$ cat config.mk
export PLATFORM = sky130hd
export DESIGN_NAME = multi_tick_gen
export DESIGN_NICKNAME = d
export VERILOG_FILES = /design/src/rtl/tick_gen_pkg.sv /design/src/rtl/tick_channel.sv /design/src/rtl/multi_tick_gen.sv
export SDC_FILE = /design/constraint.sdc
export NUM_CORES = 1
export LEC_CHECK = 0
export BUFFER_PORTS_ARGS = -buffer_cell sky130_fd_sc_hd__buf_4
export CAP_MARGIN = 30
export CORE_UTILIZATION = 44
export DETAILED_ROUTE_END_ITERATION = 10
export GPL_ROUTABILITY_DRIVEN = 1
export GPL_TIMING_DRIVEN = 0
export HOLD_SLACK_MARGIN = 0.08
export PLACE_DENSITY = 0.57
export SLEW_MARGIN = 20
export SYNTH_ARGS = -nofsm -noshare
export SYNTH_HDL_FRONTEND = slang
export SYNTH_HIERARCHICAL = 1
export SYNTH_SLANG_ARGS = --single-unit
$ cat constraint.sdc
create_clock -name clk -period 3.9 [get_ports clk]
set_input_delay 0.39 -clock clk [delete_from_list [all_inputs] [get_ports clk]]
set_output_delay 0.39 -clock clk [all_outputs]
set_load 0.02 [all_outputs]
$ cat src/rtl/tick_gen_pkg.sv
// -----------------------------------------------------------------------------
// tick_gen_pkg
// Shared types, constants and helpers for the multi-channel tick generator.
//   tick_mode_t      : periodic or one-shot channel behaviour
//   SIM_DIVISOR      : short reset divisor used when SIMULATE is set
//   default_divisor  : reset-time divisor derived from clock and tick rates
// -----------------------------------------------------------------------------
package tick_gen_pkg;

    typedef enum logic {
        TICK_PERIODIC = 1'b0,
        TICK_ONESHOT  = 1'b1
    } tick_mode_t;

    localparam longint unsigned SIM_DIVISOR = 64'd6;

    // Reset divisor: clk_hz/tick_hz, or the short simulation divisor.
    // A zero tick rate yields 0 so the elaboration check can flag it.
    function automatic longint unsigned default_divisor(
        input longint unsigned clk_hz,
        input longint unsigned tick_hz,
        input bit              simulate
    );
        longint unsigned div_v;
        if (simulate) begin
            div_v = SIM_DIVISOR;
        end else if (tick_hz == 64'd0) begin
            div_v = 64'd0;
        end else begin
            div_v = clk_hz / tick_hz;
        end
        return div_v;
    endfunction

endpackage : tick_gen_pkg

$ cat src/rtl/tick_channel.sv
// -----------------------------------------------------------------------------
// tick_channel
// One programmable tick channel: divisor/mode register, counter, one-shot
// armed flag and registered tick/busy outputs.
// Ports:
//   clk, reset_n    : clock, asynchronous active-low reset
//   enable          : level-sensitive run enable
//   restart         : clear counter and re-arm (no divisor change)
//   load            : load load_divisor/load_mode, clear counter, re-arm
//   load_divisor    : new divisor D (0 = idle)
//   load_mode       : 0 = periodic, 1 = one-shot
//   tick            : registered single-cycle tick
//   busy            : registered "enabled, D != 0 and armed"
// -----------------------------------------------------------------------------
module tick_channel
    import tick_gen_pkg::*;
#(
    parameter int               CNT_W     = 32,
    parameter logic [CNT_W-1:0] RESET_DIV = {{(CNT_W-3){1'b0}}, 3'd6}
) (
    input  logic             clk,
    input  logic             reset_n,
    input  logic             enable,
    input  logic             restart,
    input  logic             load,
    input  logic [CNT_W-1:0] load_divisor,
    input  logic             load_mode,
    output logic             tick,
    output logic             busy
);

    localparam logic [CNT_W-1:0] CNT_ZERO = {CNT_W{1'b0}};
    localparam logic [CNT_W-1:0] CNT_ONE  = {{(CNT_W-1){1'b0}}, 1'b1};

    logic [CNT_W-1:0] divisor_r, divisor_s;
    logic [CNT_W-1:0] count_r,   count_s;
    tick_mode_t       mode_r,    mode_s;
    logic             armed_r,   armed_s;
    logic             tick_r,    tick_s;
    logic             busy_r,    busy_s;
    logic             terminal_s;

    // Next-state logic: load beats restart beats idle beats normal counting,
    // so a write or restart on the terminal-count edge suppresses the tick.
    always_comb begin
        divisor_s  = divisor_r;
        mode_s     = mode_r;
        count_s    = count_r;
        armed_s    = armed_r;
        tick_s     = 1'b0;
        terminal_s = (count_r == (divisor_r - CNT_ONE));
        if (load) begin
            divisor_s = load_divisor;
            mode_s    = tick_mode_t'(load_mode);
            count_s   = CNT_ZERO;
            armed_s   = 1'b1;
        end else if (restart) begin
            count_s = CNT_ZERO;
            armed_s = 1'b1;
        end else if (!enable || (divisor_r == CNT_ZERO) || !armed_r) begin
            count_s = CNT_ZERO;
        end else if (terminal_s) begin
            count_s = CNT_ZERO;
            tick_s  = 1'b1;
            if (mode_r == TICK_ONESHOT) begin
                armed_s = 1'b0;
            end else begin
                armed_s = armed_r;
            end
        end else begin
            count_s = count_r + CNT_ONE;
        end
        // busy reflects the state the channel is in after this edge
        busy_s = enable && (divisor_s != CNT_ZERO) && armed_s;
    end

    // Channel state registers
    always_ff @(posedge clk or negedge reset_n) begin
        if (!reset_n) begin
            divisor_r <= RESET_DIV;
            mode_r    <= TICK_PERIODIC;
            count_r   <= CNT_ZERO;
            armed_r   <= 1'b1;
            tick_r    <= 1'b0;
            busy_r    <= 1'b0;
        end else begin
            divisor_r <= divisor_s;
            mode_r    <= mode_s;
            count_r   <= count_s;
            armed_r   <= armed_s;
            tick_r    <= tick_s;
            busy_r    <= busy_s;
        end
    end

    assign tick = tick_r;
    assign busy = busy_r;

endmodule : tick_channel

$ cat src/rtl/multi_tick_gen.sv
// -----------------------------------------------------------------------------
// multi_tick_gen
// NUM_CH independent programmable tick generators used as clock enables.
// Ports:
//   clk, reset_n  : system clock, asynchronous active-low reset
//   ch_enable     : per-channel run enable
//   sync_restart  : pulse, clears all counters and re-arms all one-shots
//   cfg_valid     : config write request
//   cfg_ready     : registered; low for one cycle after every accepted write
//   cfg_ch        : target channel (values >= NUM_CH are accepted, ignored)
//   cfg_divisor   : new divisor (0 = channel idle)
//   cfg_mode      : 0 = periodic, 1 = one-shot
//   tick_out      : registered single-cycle ticks
//   busy          : per-channel enabled-and-counting status
// -----------------------------------------------------------------------------
module multi_tick_gen
    import tick_gen_pkg::*;
#(
    parameter int      NUM_CH            = 4,
    parameter int      CNT_W             = 32,
    parameter longint  CLK_INPUT_FREQ_HZ = 100_000_000,
    parameter longint  DEFAULT_TICK_HZ   = 100_000,
    parameter bit      SIMULATE          = 1'b0,
    localparam int     CH_W              = (NUM_CH > 1) ? $clog2(NUM_CH) : 1
) (
    input  logic              clk,
    input  logic              reset_n,
    input  logic [NUM_CH-1:0] ch_enable,
    input  logic              sync_restart,
    input  logic              cfg_valid,
    output logic              cfg_ready,
    input  logic [CH_W-1:0]   cfg_ch,
    input  logic [CNT_W-1:0]  cfg_divisor,
    input  logic              cfg_mode,
    output logic [NUM_CH-1:0] tick_out,
    output logic [NUM_CH-1:0] busy
);

    localparam longint unsigned DEF_DIV_L = default_divisor(
        longint'(CLK_INPUT_FREQ_HZ), longint'(DEFAULT_TICK_HZ), SIMULATE);

    localparam logic [CNT_W-1:0] RESET_DIV = DEF_DIV_L[CNT_W-1:0];

    // Elaboration-time sanity checks on parameters
    if ((NUM_CH < 1) || (NUM_CH > 16)) begin : g_bad_num_ch
        $error("multi_tick_gen: NUM_CH must be in 1..16");
    end
    if ((DEF_DIV_L < 64'd1) ||
        ((CNT_W < 64) && (DEF_DIV_L >= (64'd1 << CNT_W)))) begin : g_bad_div
        $error("multi_tick_gen: default divisor must be >= 1 and fit in CNT_W");
    end

    logic              cfg_ready_r;
    logic              accept_s;
    logic [NUM_CH-1:0] load_s;

    assign accept_s = cfg_valid && cfg_ready_r;

    // Handshake: ready drops for exactly one cycle after each accept
    always_ff @(posedge clk or negedge reset_n) begin
        if (!reset_n) begin
            cfg_ready_r <= 1'b1;
        end else if (accept_s) begin
            cfg_ready_r <= 1'b0;
        end else begin
            cfg_ready_r <= 1'b1;
        end
    end

    assign cfg_ready = cfg_ready_r;

    for (genvar i = 0; i < NUM_CH; i++) begin : g_ch
        // An out-of-range cfg_ch matches no channel, so the write is dropped
        assign load_s[i] = accept_s && (cfg_ch == CH_W'(i));

        tick_channel #(
            .CNT_W     (CNT_W),
            .RESET_DIV (RESET_DIV)
        ) u_ch (
            .clk          (clk),
            .reset_n      (reset_n),
            .enable       (ch_enable[i]),
            .restart      (sync_restart),
            .load         (load_s[i]),
            .load_divisor (cfg_divisor),
            .load_mode    (cfg_mode),
            .tick         (tick_out[i]),
            .busy         (busy[i])
        );
    end

endmodule : multi_tick_gen

# Yosys cells after proc, flatten, opt, wreduce, memory -nomap -nowiden
# Cells that the tools add are included.
[op_classes]
n_reduce_logical = 38
addsub = 8
muxes = 57
n_eq_ne = 7
[ops]
columns = ["op", "count"]
rows = [
  ["2-to-1 mux 32 bit", 20],
  ["adder 32 x 1 -> 32 bit, second input constant", 4],
  ["== test 32 bit", 4],
  ["logical NOT 32 bit", 4],
  ["nonzero test 32 bit", 4],
  ["subtractor 32 x 1 -> 32 bit, second input constant", 4],
  ["2-to-1 mux 1 bit", 37],
  ["logical AND 1 bit", 13],
  ["logical NOT 1 bit", 8],
  ["logical OR 1 bit", 8],
  ["== test 2 bit, second input constant", 2],
  ["== test 2 x 1 -> 1 bit, second input constant", 1],
  ["logical NOT 2 bit", 1],
]
[totals]
word_cells = 135
register_bits = 273
inputBits = 43

# Longest topological paths before layout
# Gate-level depths: netlist of the first run.
[logic_depth]
word_depth = 7
mapped_depth = 11

# Cells and area by module
# Netlist of the first run, hierarchy kept.
[modules_own_cells]
columns = ["module", "n_inst", "cells_each", "area_each_um2"]
rows = [
  ["tick_channel at g_ch[0].u_ch ...", 2, 462, 4394.2],
  ["tick_channel at g_ch[2].u_ch ...", 2, 468, 4305.4],
  ["multi_tick_gen", 1, 6, 71.3],
]

# Worst setup path after synthesis of the first run
# OpenSTA, ideal clock, no wires.
[synth_timing]
kind = "reg2reg"
from = "register g_ch[2].u_ch.divisor_r[10]"
to = "register g_ch[2].u_ch.count_r[21]"
path_stages_with_launch = 10
t_arrival_ps = 3103
setup_slack_ps = 681
cell_sequence = "dfrtp_1 or4_1 buf_2 or4_4 or3_1 a221oi_2 o2111ai_1 nor4_4 buf_6 nor2_1"
[synth_between]
elab_chain_cells = 6
[synth_lines]
columns = ["item", "line", "source"]
rows = [
  ["start: declaration", "tick_channel.sv:35", "logic [CNT_W-1:0] divisor_r, divisor_s;"],
  ["start signal: assignment", "tick_channel.sv:87", "divisor_r <= divisor_s;"],
  ["subtractor 32 x 1 -> 32 bit / logical NOT 32 bit (equally long branches)", "tick_channel.sv:51, tick_channel.sv:60", ""],
  ["== test 32 bit / logical OR 1 bit (equally long branches)", "tick_channel.sv:51, tick_channel.sv:60", ""],
  ["2-to-1 mux 32 bit / logical OR 1 bit (equally long branches)", "tick_channel.sv:62, tick_channel.sv:60", ""],
  ["2-to-1 mux 32 bit (*)", "tick_channel.sv:60", "end else if (!enable || (divisor_r == CNT_ZERO) || !armed_r) begin"],
  ["2-to-1 mux 32 bit (*)", "tick_channel.sv:57", "end else if (restart) begin"],
  ["2-to-1 mux 32 bit (*)", "tick_channel.sv:52", "if (load) begin"],
  ["named net g_ch[2].u_ch.count_s[21]", "tick_channel.sv:36", "logic [CNT_W-1:0] count_r, count_s;"],
  ["end signal: assignment", "tick_channel.sv:89", "count_r <= count_s;"],
  ["end: declaration", "tick_channel.sv:36", ""],
]
# Mark *: on every way through the listed nets, which the timed path passes. The rest lies on a longest branch.
# A chain may end at the register's enable or synchronous reset.

# Final worst setup path of the first run
[layout_timing]
from = "register g_ch[2].u_ch.divisor_r[10]"
to = "register g_ch[2].u_ch.count_r[4]"
# The elaborated chain is that of the path after synthesis.

==> metrics.csv, run 1 <==
stage;metric;value;unit
sta;final_hold_viol_count;0;
cells_and_area;post_route_cells_drive_above_1_share;0.196;
route;routed-via-count;14504;
grt;grt_max_degree;84;
die;floorplan.initialDensity;0.449;
cells_and_area;stdcell_count;2505;
route;route.detailed.vias_per_inst;5.79;
sta;period_minus_slack;3.76;ns
grt;groute.layer.met1.usage;0.349;
hold_path;hold_path_cell_cnt;3;
pwr;power.ir.vdd_worst;367;uV
route;drt_iter0_drc;871;
grt;global_route.usage.met3;0.0454;
logic_synthesis;ys.warnings.count;6;
grt;grt_resource_usage_total;0.245;
logic_synthesis;synthDistinctLibCells;66;
sta;finalSetupViolations;0;
cells_and_area;nFillCells;3714;
run_status;outcome;completed;
route;drt-total-wl;49.3;mm
logic_synthesis;postSynthRegisterBits;273;
pwr;clock_power_share;0.361;
cells_and_area;finish.net_count;2010;
sta;timing.setup.tns;0;ns
logic_synthesis;gate_count_post_synth;1866;
logic_synthesis;leading_cell_types_by_total_area_after_synthesis;sky130_fd_sc_hd__dfrtp_1, sky130_fd_sc_hd__xnor2_1, sky130_fd_sc_hd__mux2_2, sky130_fd_sc_hd__xor2_1, sky130_fd_sc_hd__nand2_1;
placement;dpl.cell_count;2439;
worst_setup_path;worstPathArrival;4.23;ns
sta;final_min_period_over_clock_period;0.965;
run;timing.max_cap.violations;0;
cells_and_area;area_growth;13.5;%
pwr;power_leakage;0.00813;uW
clock_network;cts.reportedPaths.clkPinSlew;0.06;ns
logic_synthesis;seq_area_frac_synth;0.393;
pwr;cell_internal_pwr;6060;uW
logic_synthesis;synth_nets;1917;
worst_setup_path;crit_path_cells;or4_1, buf_2, or4_4, or3_1, a221oi_2, o2111ai_1, nor4_4, buf_6, nor2_1;
die;floorplan.rows;72;
grt;global_route_wire_length_before_repair;79.7;mm
grt;first_global_vias;14290;
pwr;seq_power_share;0.414;
route;drc_errors;0;
worst_setup_path;critPathRequiredTime;4.36;ns
placement;hpwlAfterDp;36.7;mm
route;drt_first_pass_iters;5;
clock_network;cts_buffers;31;
worst_setup_path;timing.critical_path.buf_inv;2;
sta;drv_slew;0;
die;die_y;201;um
route;antenna_violation_net_count_after_detailed_routing;0;
logic_synthesis;post-synth-top-area-cell;sky130_fd_sc_hd__dfrtp_1;
logic_synthesis;synthesis.area;17500;sq um
sta;maxSlewHeadroom;0.351;
worst_setup_path;worst_reg2reg_path_length_in_cells;9;
placement;gp_congestion;0.897;
die;design.die.area;40500;sq um
grt;grt-ovfl-total;0;
pwr;power.density_cell_area;450;nW/um^2
worst_setup_path;timing.critical_path.slowest_stage_cell;sky130_fd_sc_hd__nor4_4;
pwr;total_switching_power;2850;uW
pwr;power.share.switching;0.320;
die;die_w;201;um
logic_synthesis;synthDominantCellAreaShare;0.349;
worst_setup_path;critPathMaxFanout;10;
hold_path;hold_crit_class;primary input to flip-flop;
sta;unrepaired_setup_endpoints_after_global_routing;false;
route;drt-wirelength-per-cell;19.7;um
clock_network;clock_insertion_delay_worst_skew;0.60;ns
clock_network;cts_tree;done;
logic_synthesis;syn_avg_cell_area;9.36;sq um
clock_network;clk_root_buffer_cell;sky130_fd_sc_hd__clkbuf_16;
logic_synthesis;synth_most_common_cell;sky130_fd_sc_hd__dfrtp_1;
sta;fmax;266;MHz
worst_setup_path;criticalPathCategory;flip-flop to flip-flop;
clock_network;max_h_tree_level;1;
grt;met2_usage_grt;0.391;
die;ioPinCount;52;
sta;worst_margin_pin_slew;0.965;ns
worst_setup_path;cp-end-kind;flip-flop;
worst_setup_path;setup.worst_path.start_class;flip-flop;
sta;clock-skew-final;0.0326;ns
logic_synthesis;dominantRegCellSynth;sky130_fd_sc_hd__dfrtp_1;
logic_synthesis;synth_async_sr_flop_share;1.00;
worst_setup_path;critical-path-top-delay-family;simple AND/OR/NAND/NOR gates;
logic_synthesis;count_of_flip_flops_with_a_built_in_enable_after_synthesis;0;
pwr;p_comb_frac;0.225;
worst_setup_path;cp.depth;9;
grt;grt_antenna_before_repair;3;
clock_network;clkSinkCount;273;
clock_network;max-clock-path-buffers;3;
logic_synthesis;netlist_top_cells_count;sky130_fd_sc_hd__dfrtp_1, sky130_fd_sc_hd__nand2_1, sky130_fd_sc_hd__nor2_1, sky130_fd_sc_hd__xnor2_1, sky130_fd_sc_hd__mux2_2;
die;core;38900;sq um
placement;buffer_ports.inserted;51;
grt;grt.busiest_layer;met2;
worst_setup_path;critical-path-max-stage-delay;0.65;ns
[timing repair]
action	4_1_cts	5_1_grt
hold buffers	3	0
resized for setup	0	4
endpoints found under the setup margin	0	123
endpoints found under the hold margin	58	0
buffers inserted	0	2
[cells by family after synthesis]
group / count (synthesis) / synth area share
AND/OR/NAND/NOR: 913 / 0.290
multiplexers: 120 / 0.0772
adder cells (fa/ha/maj): 8 / 0.00573
buffers and inverters: 114 / 0.0299
flip-flops: 273 / 0.393
AO/OA/AOI/OAI: 160 / 0.0649
XOR/XNOR: 278 / 0.139
[through the flow]
step | cell area, sq um | worst slack [ns] | power [uW] | utilization | hold WS [ns]
floorplan | 17500 | 0.681 | 5020 | - | 0.0944
global placement | 18500 | -0.0129 | 5640 | 0.475 | 0.490
detailed placement | 18600 | 0.0258 | 5690 | 0.478 | 0.346
CTS | 19800 | 0.0388 | 8970 | 0.508 | 0.0880
global route | 19800 | 0.0134 | 9350 | 0.509 | 0.117
finish | 19800 | 0.136 | 8920 | 0.510 | 0.117
[worst paths after layout]
kind | startpoint | endpoint | slack [ns]
max | g_ch[2].u_ch/divisor_r[10] | g_ch[2].u_ch/count_r[4] | 0.14
min | cfg_mode | g_ch[3].u_ch/mode_r | 0.12
max reg2reg | g_ch[2].u_ch/divisor_r[10] | g_ch[2].u_ch/count_r[4] | 0.14
min reg2reg | g_ch[1].u_ch/mode_r | g_ch[1].u_ch/mode_r | 0.52
max in group asynchronous | reset_n | g_ch[3].u_ch/armed_r | 2.06
min in group asynchronous | reset_n | g_ch[2].u_ch/count_r[5] | 0.32
[layout by cell type (no fill, tap or decap), types with 10 or more instances in the layout]
master / instances
sky130_fd_sc_hd__a211oi_1: 11
sky130_fd_sc_hd__a21oi_1: 20
sky130_fd_sc_hd__a31oi_1: 14
sky130_fd_sc_hd__and2_1: 12
sky130_fd_sc_hd__and3_1: 40
sky130_fd_sc_hd__and4_1: 11
sky130_fd_sc_hd__buf_4: 52
sky130_fd_sc_hd__buf_6: 12
sky130_fd_sc_hd__clkbuf_1: 55
sky130_fd_sc_hd__clkbuf_16: 31
sky130_fd_sc_hd__clkbuf_8: 11
sky130_fd_sc_hd__dfrtp_1: 244
sky130_fd_sc_hd__dfstp_2: 29
sky130_fd_sc_hd__inv_1: 38
sky130_fd_sc_hd__mux2_2: 118
sky130_fd_sc_hd__nand2_1: 219
sky130_fd_sc_hd__nand2b_1: 10
sky130_fd_sc_hd__nand3_1: 54
sky130_fd_sc_hd__nand4_1: 54
sky130_fd_sc_hd__nand4b_1: 10
sky130_fd_sc_hd__nor2_1: 162
sky130_fd_sc_hd__nor2_2: 60
sky130_fd_sc_hd__nor3_1: 58
sky130_fd_sc_hd__nor4_1: 80
sky130_fd_sc_hd__o211a_1: 10
sky130_fd_sc_hd__o21ai_0: 38
sky130_fd_sc_hd__o31a_1: 10
sky130_fd_sc_hd__or2_2: 10
sky130_fd_sc_hd__or3_1: 32
sky130_fd_sc_hd__or4_1: 36
sky130_fd_sc_hd__xnor2_1: 162
sky130_fd_sc_hd__xor2_1: 116
[metal layers]
layer,vias up,wire length [um]
met2,371,22300
li1,6890,-
met4,0,745
met5,-,0
met3,52,3310
met1,7191,22900
[worst reg2reg max path: cells and delay by family, from the launching register on]
kind,cells,cell delay (ns)
and+or+nand+nor,5,2.23
AOI/OAI and AO/OA,2,0.56
DFF,1,0.47
buffers and inverters,2,0.40
[power groups by stage]
stage                     clock (uW)  combinational (uW)  sequential (uW)
final                           3220                2000             3690
after detailed placement           0                1960             3740
after global routing            3400                2200             3750
after floorplan                    0                1470             3560
after CTS                       3300                1970             3690
after global placement             0                1910             3730
[final cells by class]
| type | instances | area [sq um] | share of cell area |
|---|---|---|---|
| Buffer | 76 | 380 | 0.0192 |
| Inverter | 38 | 143 | 0.00719 |
| Timing Repair Buffer | 60 | 523 | 0.0264 |
| Clock buffer | 44 | 935 | 0.0471 |
| Tap cell | 518 | 648 | 0.0327 |
| Antenna cell | 3 | 7.51 | 0.000379 |
| Sequential cell | 273 | 6870 | 0.346 |
| Clock inverter | 14 | 210 | 0.0106 |
| Multi-Input combinational cell | 1479 | 10100 | 0.510 |
[registers in the layout (all words and copies together), names as in the netlist]
signal / flops
g_ch.u_ch/count_r: 128
g_ch.u_ch/divisor_r: 128
g_ch.u_ch/armed_r: 4
g_ch.u_ch/busy: 4
g_ch.u_ch/mode_r: 4
g_ch.u_ch/tick: 4
cfg_ready: 1
Power figures use the tool's default switching activity.
==> inputs of run 2 (changes only) <==
CELL_PAD_IN_SITES_DETAIL_PLACEMENT = 2   (was unset)
CELL_PAD_IN_SITES_GLOBAL_PLACEMENT = 2   (was unset)
CORE_UTILIZATION = 41   (was 44)
PLACE_DENSITY = 0.78   (was 0.57)
==> run 2 against run 1 <==
Against the previous run:
- count of clock-buffer cells in the layout grew 5
- utilization shrank 3.5 points
- highest routed layer unchanged
- clock power is 6.5% higher
- via count up 3.3%
==> metrics.csv, run 2 (synthesis results as in run 1) <==
stage;metric;value;unit;change
run_status;outcome;completed;;
grt;grt_max_degree;85;;+1.2%
route;drc_errors;0;;unchanged
grt;first_global_vias;16542;;+16%
worst_setup_path;timing.critical_path.buf_inv;1;;-1
worst_setup_path;critPathMaxFanout;7;;-3
die;floorplan.rows;75;;+4.2%
die;ioPinCount;52;;unchanged
clock_network;cts_tree;done;;
grt;global_route_wire_length_before_repair;95.2;mm;+19%
cells_and_area;seqCellArea;6870;sq um;unchanged
clock_network;max_h_tree_level;2;;+1
pwr;total_switching_power;3100;uW;+8.5%
pwr;cell_internal_pwr;6170;uW;+1.7%
sta;finalSetupViolations;0;;unchanged
sta;timing.setup.tns;0;ns;unchanged
die;design.die.area;43400;sq um;+7.2%
cells_and_area;end_of_flow_core_utilization;0.475;;-0.0350
pwr;power_leakage;0.00817;uW;+0.55%
cells_and_area;reg_top3;g_ch.u_ch/count_r (128), g_ch.u_ch/divisor_r (128);;
pwr;power.density_cell_area;466;nW/um^2;+3.5%
pwr;power.ir.vdd_worst;297;uV;-19%
clock_network;cts.reportedPaths.clkPinSlew;0.06;ns;about the same
cells_and_area;post_route_cells_drive_above_1_share;0.196;;+0.000315
sta;final_hold_viol_count;0;;unchanged
sta;maxSlewHeadroom;0.348;;-0.00230
pwr;p_comb_frac;0.228;;+0.003
sta;unrepaired_setup_endpoints_after_global_routing;false;;
placement;preCtsSetupSlack;0.00680;ns;-0.0190 ns
pwr;clock_power_share;0.370;;+0.009
pwr;seq_power_share;0.403;;-0.011
route;drt-wirelength-per-cell;23.7;um;+20%
cells_and_area;final_cell_mix;sky130_fd_sc_hd__dfrtp_1, sky130_fd_sc_hd__nand2_1, sky130_fd_sc_hd__nor2_1, sky130_fd_sc_hd__xnor2_1, sky130_fd_sc_hd__mux2_2;;
cells_and_area;layout.cells.most_common;sky130_fd_sc_hd__dfrtp_1;;
sta;clock-skew-final;0.0196;ns;-0.0130 ns
placement;buffer_ports.inserted;51;;unchanged
sta;drv_slew;0;;unchanged
sta;worst_margin_pin_slew;0.968;ns;+0.00342 ns
sta;fmax;273;MHz;+2.9%
worst_setup_path;criticalPathCategory;flip-flop to flip-flop;;
cells_and_area;nFillCells;4514;;+22%
route;drt_first_pass_iters;5;;unchanged
worst_setup_path;critPathRequiredTime;4.29;ns;-0.07 ns
worst_setup_path;setup.worst_path.start_class;flip-flop;;
die;core;41900;sq um;+7.8%
die;die_y;208;um;+3.6%
clock_network;max-clock-path-buffers;3;;unchanged
worst_setup_path;cp-end-kind;flip-flop;;
sta;period_minus_slack;3.66;ns;-0.106 ns
clock_network;clk_root_buffer_cell;sky130_fd_sc_hd__clkbuf_16;;
die;die_w;208;um;+3.6%
grt;grt-ovfl-total;0;;unchanged
cells_and_area;finalInstanceArea;19900;sq um;+0.38%
run;timing.max_cap.violations;0;;unchanged
route;route.detailed.vias_per_inst;5.92;;+2.3%
route;drt_iter0_drc;738;;-15%
worst_setup_path;critical-path-max-stage-delay;0.57;ns;-0.08 ns
worst_setup_path;worstPathArrival;4.04;ns;-0.19 ns
hold_path;hold_crit_class;primary input to flip-flop;;
cells_and_area;n_antenna_cell;0;;-3
grt;grt_resource_usage_total;0.279;;+0.0337
cells_and_area;area_growth;13.9;%;
sta;setup_slack;0.242;ns;+0.106 ns
sta;final_min_period_over_clock_period;0.938;;-0.0272
route;routed-via-count;14989;;+3.3%
route;antenna_violation_net_count_after_detailed_routing;0;;unchanged
placement;gp_congestion;0.846;;-5.7%
placement;placed_cell_area;18600;sq um;+0.11%
grt;grt_antenna_before_repair;4;;+1
clock_network;clkSinkCount;273;;unchanged
worst_setup_path;timing.critical_path.slowest_stage_cell;sky130_fd_sc_hd__or4_1;;
die;floorplan.initialDensity;0.416;;-0.0324
worst_setup_path;crit_path_cells;or4_1, buf_2, or4_4, or3_1, a221oi_2, o2111ai_1, nor4_1, nor3_1;;
route;drt-total-wl;60.0;mm;+22%
worst_setup_path;critical-path-top-delay-family;simple AND/OR/NAND/NOR gates;;
pwr;power.share.switching;0.334;;+0.0142
cells_and_area;finish.net_count;2016;;+0.30%
clock_network;cts_buffers;35;;+13%
clock_network;clock_insertion_delay_worst_skew;0.56;ns;-0.04 ns
cells_and_area;multi_input_area;10100;sq um;about the same
placement;hpwlAfterDp;44.6;mm;+22%
[run 2: cell types whose count changed in the layout (fill, tap and decap cells not counted), sizes merged]
cell	change
buf	+3
clkinv	+4
clkbuf	+5
inv	-1
diode	-3
clkinvlp	-2
bufinv	-1
dlygate4sd3	-1
[run 2: worst min-delay path, delay by kind of cell]
kind                   cells  cell delay (ns)
AO/OA/AOI/OAI              1             0.06
buffers and inverters      1             0.12
AND/OR/NAND/NOR            1             0.07
[run 2: final cells by class]
type | instances | area share
Multi-Input combinational cell | 1479 | 0.508
Sequential cell | 273 | 0.345
Clock buffer | 49 | 0.0513
Tap cell | 539 | 0.0339
Timing Repair Buffer | 62 | 0.0269
Buffer | 76 | 0.0191
Clock inverter | 14 | 0.00867
Inverter | 38 | 0.00717
[run 2: power by group through the flow]
| stage | Clock (uW) | Combinational [uW] | Sequential [uW] |
|---|---|---|---|
| finish | 3430 | 2110 | 3730 |
| global route | 3600 | 2290 | 3780 |
| CTS | 3520 | 2090 | 3720 |
| detailed placement | 0 | 2050 | 3770 |
| global placement | 0 | 1930 | 3740 |
| floorplan | 0 | 1470 | 3560 |
[run 2: what timing repair did]
item,4_1_cts,5_1_grt
hold buffers,2,0
buffers inserted,0,5
hold endpoints to repair,62,0
gates resized for setup,1,3
setup endpoints to repair,30,128
pin swaps,0,4
[run 2: routing by layer]
metal,global-route usage,part of all wire,routed length (um)
met2,0.477,0.49,29300
met3,0.0539,0.049,2930
met1,0.362,0.45,26700
met4,0.0628,0.017,1010
met5,0,0,0
[run 2: worst paths after layout]
| check | startpoint | endpoint | slack, ns | depth (start not counted) |
|---|---|---|---|---|
| setup reg to reg | g_ch[2].u_ch/divisor_r[10] | g_ch[2].u_ch/busy | 0.24 | 8 |
| max in group asynchronous | reset_n | g_ch[3].u_ch/armed_r | 1.97 | 5 |
| hold reg to reg | cfg_ready | cfg_ready | 0.47 | 1 |
| min in group asynchronous | reset_n | g_ch[2].u_ch/tick | 0.37 | 2 |
| setup / recovery | g_ch[2].u_ch/divisor_r[10] | g_ch[2].u_ch/busy | 0.24 | 8 |
| hold / removal | ch_enable[3] | g_ch[3].u_ch/busy | 0.13 | 3 |
[run 2: metrics by stage]
step                total power [uW]  hold WS [ns]  cells
CTS                             9330         0.106   2525
floorplan                       5020        0.0944   1866
global route                    9670         0.136   2530
global placement                5680         0.451   2456
finish                          9270         0.128   2530
detailed placement              5820         0.374   2460
==> inputs of run 3 (changes only) <==
CORE_UTILIZATION = 38   (was 41)
CTS_BUF_LIST = sky130_fd_sc_hd__clkbuf_4   (was unset)
PLACE_DENSITY = 0.76   (was 0.78)
clock period = 3.14 ns   (was 3.9 ns; I/O delays follow)
==> run 3 against run 2 <==
Against the previous run:
- largest cell class unchanged
- register-to-register slack worse by 0.38 ns
- critical path depth up 1
- critical path type unchanged
- combinational power up 44%
- first-iteration DRC count up 15%
- hold slack better by 0.12 ns
- maximum frequency up 11%
- critical endpoint is now g_ch[2].u_ch/count_r[20]
- the run now ends with negative setup slack left
- count of clock-buffer cells in the layout up 79
- clock power up 5%
- sequential cell count unchanged
- highest routed layer unchanged
==> metrics.csv, run 3 (synthesis results as in run 1) <==
stage;metric;value;unit;change
worst_setup_path;critical-path-top-delay-family;simple AND/OR/NAND/NOR gates;;
worst_setup_path;critical-path-max-stage-delay;0.60;ns;+0.03 ns
worst_setup_path;critPathRequiredTime;3.84;ns;-0.45 ns
sta;period_minus_slack;3.28;ns;-0.375 ns
cells_and_area;finish.net_count;2166;;+7.4%
die;ioPinCount;52;;unchanged
grt;grt_antenna_before_repair;8;;+4
worst_setup_path;setup.worst_path.start_class;flip-flop;;
die;die_y;216;um;+3.8%
route;drt-wirelength-per-cell;24.7;um;+4.2%
hold_path;holdCritStartpoint;cfg_valid;;
worst_setup_path;r2r_end;g_ch[2].u_ch/count_r[20];;
sta;clock-skew-final;0.0485;ns;+0.0289 ns
worst_setup_path;library_cell_appearing_most_often_on_the_critical_path;sky130_fd_sc_hd__or4_4;;
hold_path;holdPathEnd;cfg_ready;;
sta;final_min_period_over_clock_period;1.05;;+0.108
route;drt-total-wl;68.5;mm;+14%
sta;unrepaired_setup_endpoints_after_global_routing;true;;
sta;worst_margin_pin_slew;0.734;ns;-0.235 ns
route;drt_first_pass_iters;5;;unchanged
route;route.detailed.vias_per_inst;5.80;;-2.1%
worst_setup_path;timing.critical_path.slowest_stage_cell;sky130_fd_sc_hd__or4_4;;
clock_network;clock_insertion_delay_worst_skew;0.85;ns;+0.29 ns
sta;drv_slew;0;;unchanged
pwr;power.ir.vdd_worst;344;uV;+16%
placement;buffer_ports.inserted;51;;unchanged
die;core;45400;sq um;+8.2%
worst_setup_path;crit_path_cells;or4_4, or4_4, or3_4, a221oi_4, o2111ai_2, nor4_4, buf_6, clkbuf_16, nor2_1;;
run_status;outcome;complete, but fails checks;;
run;timing.max_cap.violations;0;;unchanged
route;routed-via-count;16096;;+7.4%
placement;gp_congestion;0.831;;-1.7%
die;floorplan.initialDensity;0.385;;-0.0315
pwr;power_leakage;0.00895;uW;+9.5%
sta;finalSetupViolations;119;;+119
cells_and_area;post_route_cells_drive_above_1_share;0.313;;+0.116
grt;grt_max_degree;98;;+15%
worst_setup_path;critPathMaxFanout;9;;+2
sta;maxSlewHeadroom;0.506;;+0.158
pwr;power.density_cell_area;517;nW/um^2;+11%
cells_and_area;reg_top3;g_ch.u_ch/count_r (128), g_ch.u_ch/divisor_r (128);;
route;drt_iter0_drc;850;;+15%
worst_setup_path;timing.critical_path.buf_inv;2;;+1
placement;hpwlAfterDp;44.9;mm;+0.63%
grt;grt-ovfl-total;0;;unchanged
sta;final_hold_viol_count;0;;unchanged
grt;first_global_vias;18073;;+9.3%
route;drc_errors;0;;unchanged
worst_setup_path;worstPathArrival;3.99;ns;-0.05 ns
hold_path;hold_crit_class;primary input to flip-flop;;
sta;setup_slack;-0.143;ns;-0.385 ns
sta;fmax;305;MHz;+11%
placement;dpl.cell_count;2521;;+2.5%
die;design.die.area;46800;sq um;+7.8%
die;floorplan.rows;78;;+4.0%
clock_network;clkSinkCount;273;;unchanged
run_status;violations_in_the_final_reports;negative setup slack;;
clock_network;max_h_tree_level;3;;+1
clock_network;clk_root_buffer_cell;sky130_fd_sc_hd__clkbuf_4;;
cells_and_area;final_cell_mix;sky130_fd_sc_hd__dfrtp_1, sky130_fd_sc_hd__nand2_1, sky130_fd_sc_hd__xnor2_1;;
worst_setup_path;cp-end-kind;flip-flop;;
grt;grt_resource_usage_total;0.287;;+0.00869
cells_and_area;area_growth;26.2;%;
worst_setup_path;timing.reg2reg.setup_slack;-0.14;ns;-0.38 ns
sta;fin_hold_ws;0.245;ns;+0.118 ns
worst_setup_path;worst_reg2reg_path_length_in_cells;9;;+1
clock_network;cts_tree;done;;
clock_network;cts.reportedPaths.clkPinSlew;0.08;ns;+0.02 ns
hold_path;hold_path_cell_cnt;3;;unchanged
clock_network;max-clock-path-buffers;3;;unchanged
worst_setup_path;criticalPathCategory;flip-flop to flip-flop;;
die;die_w;216;um;+3.8%
cells_and_area;stdcell_count;2774;;+9.6%
clock_network;cts_buffers;83;;+140%
worst_setup_path;r2r_path_start;g_ch[2].u_ch/divisor_r[11];;
grt;global_route_wire_length_before_repair;105;mm;+10%
route;antenna_violation_net_count_after_detailed_routing;0;;unchanged
cells_and_area;layout.cells.most_common;sky130_fd_sc_hd__dfrtp_1;;
[run 3: timing repair]
action,CTS,global route
cloned,4,8
resized for setup,107,169
setup endpoints to repair,140,138
buffers inserted,51,25
pin swaps,34,84
hold buffers,42,0
hold endpoints to repair,317,0
[run 3: how the worst max path moves through the flow]
stage / depth (start not counted) / slack [ns] / from / end
CTS: 12 / -0.05 / g_ch[3].u_ch/divisor_r[11] / g_ch[3].u_ch/count_r[18]
finish: 9 / -0.14 / g_ch[2].u_ch/divisor_r[11] / g_ch[2].u_ch/count_r[20]
global route: 10 / -0.23 / g_ch[0].u_ch/divisor_r[25] / g_ch[0].u_ch/count_r[21]
global placement: 1 / -0.73 / reset_n / g_ch[0].u_ch/count_r[25]
floorplan: 10 / 0.002 / g_ch[0].u_ch/divisor_r[0] / g_ch[0].u_ch/count_r[21]
detailed placement: 10 / -0.81 / g_ch[3].u_ch/divisor_r[0] / g_ch[3].u_ch/count_r[3]
[run 3: metrics by stage]
| stage | setup TNS (ns) | total power [uW] | utilization | setup WS [ns] | area [sq um] |
|---|---|---|---|---|---|
| 2_1_floorplan | 0 | 6260 | - | 0.00179 | 17500 |
| 3_3_place_gp | -238.53 | 7080 | 0.411 | -0.732 | 18700 |
| 3_5_place_dp | -82.97 | 7250 | 0.413 | -0.812 | 18700 |
| 4_1_cts | -0.844 | 11200 | 0.465 | -0.0519 | 21100 |
| 5_1_grt | -18.17 | 11900 | 0.486 | -0.226 | 22000 |
| 6_report | -9.25 | 11400 | 0.486 | -0.143 | 22000 |
[run 3: metal layers]
layer	global-route usage	routed length [um]
met3	0.0467	3380
met2	0.502	34400
met5	0	0
met4	0.0904	1570
met1	0.360	29100
[run 3: area by class of cell]
type,instances,area [sq um]
fillers,4758,23300
multi-input cells,1479,11000
flip-flops and latches,273,6890
repair buffers,182,1810
clock buffers,128,961
well taps,600,751
plain buffers,58,388
inverters,38,143
clock inverters,14,56.3
diodes,2,5.00
[run 3: worst reg2reg max path: stages (launching register included)]
cell	delay [ns]
sky130_fd_sc_hd__dfrtp_2	0.41
sky130_fd_sc_hd__or4_4	0.60
sky130_fd_sc_hd__or4_4	0.45
sky130_fd_sc_hd__or3_4	0.42
sky130_fd_sc_hd__a221oi_4	0.31
sky130_fd_sc_hd__o2111ai_2	0.20
sky130_fd_sc_hd__nor4_4	0.32
sky130_fd_sc_hd__buf_6	0.23
sky130_fd_sc_hd__clkbuf_16	0.18
sky130_fd_sc_hd__nor2_1	0.04
[run 3: where the power goes]
part | switching, uW | internal, uW
registers | 755 | 3980
logic | 1720 | 1320
clock network | 1780 | 1830
total | 4250 | 7140
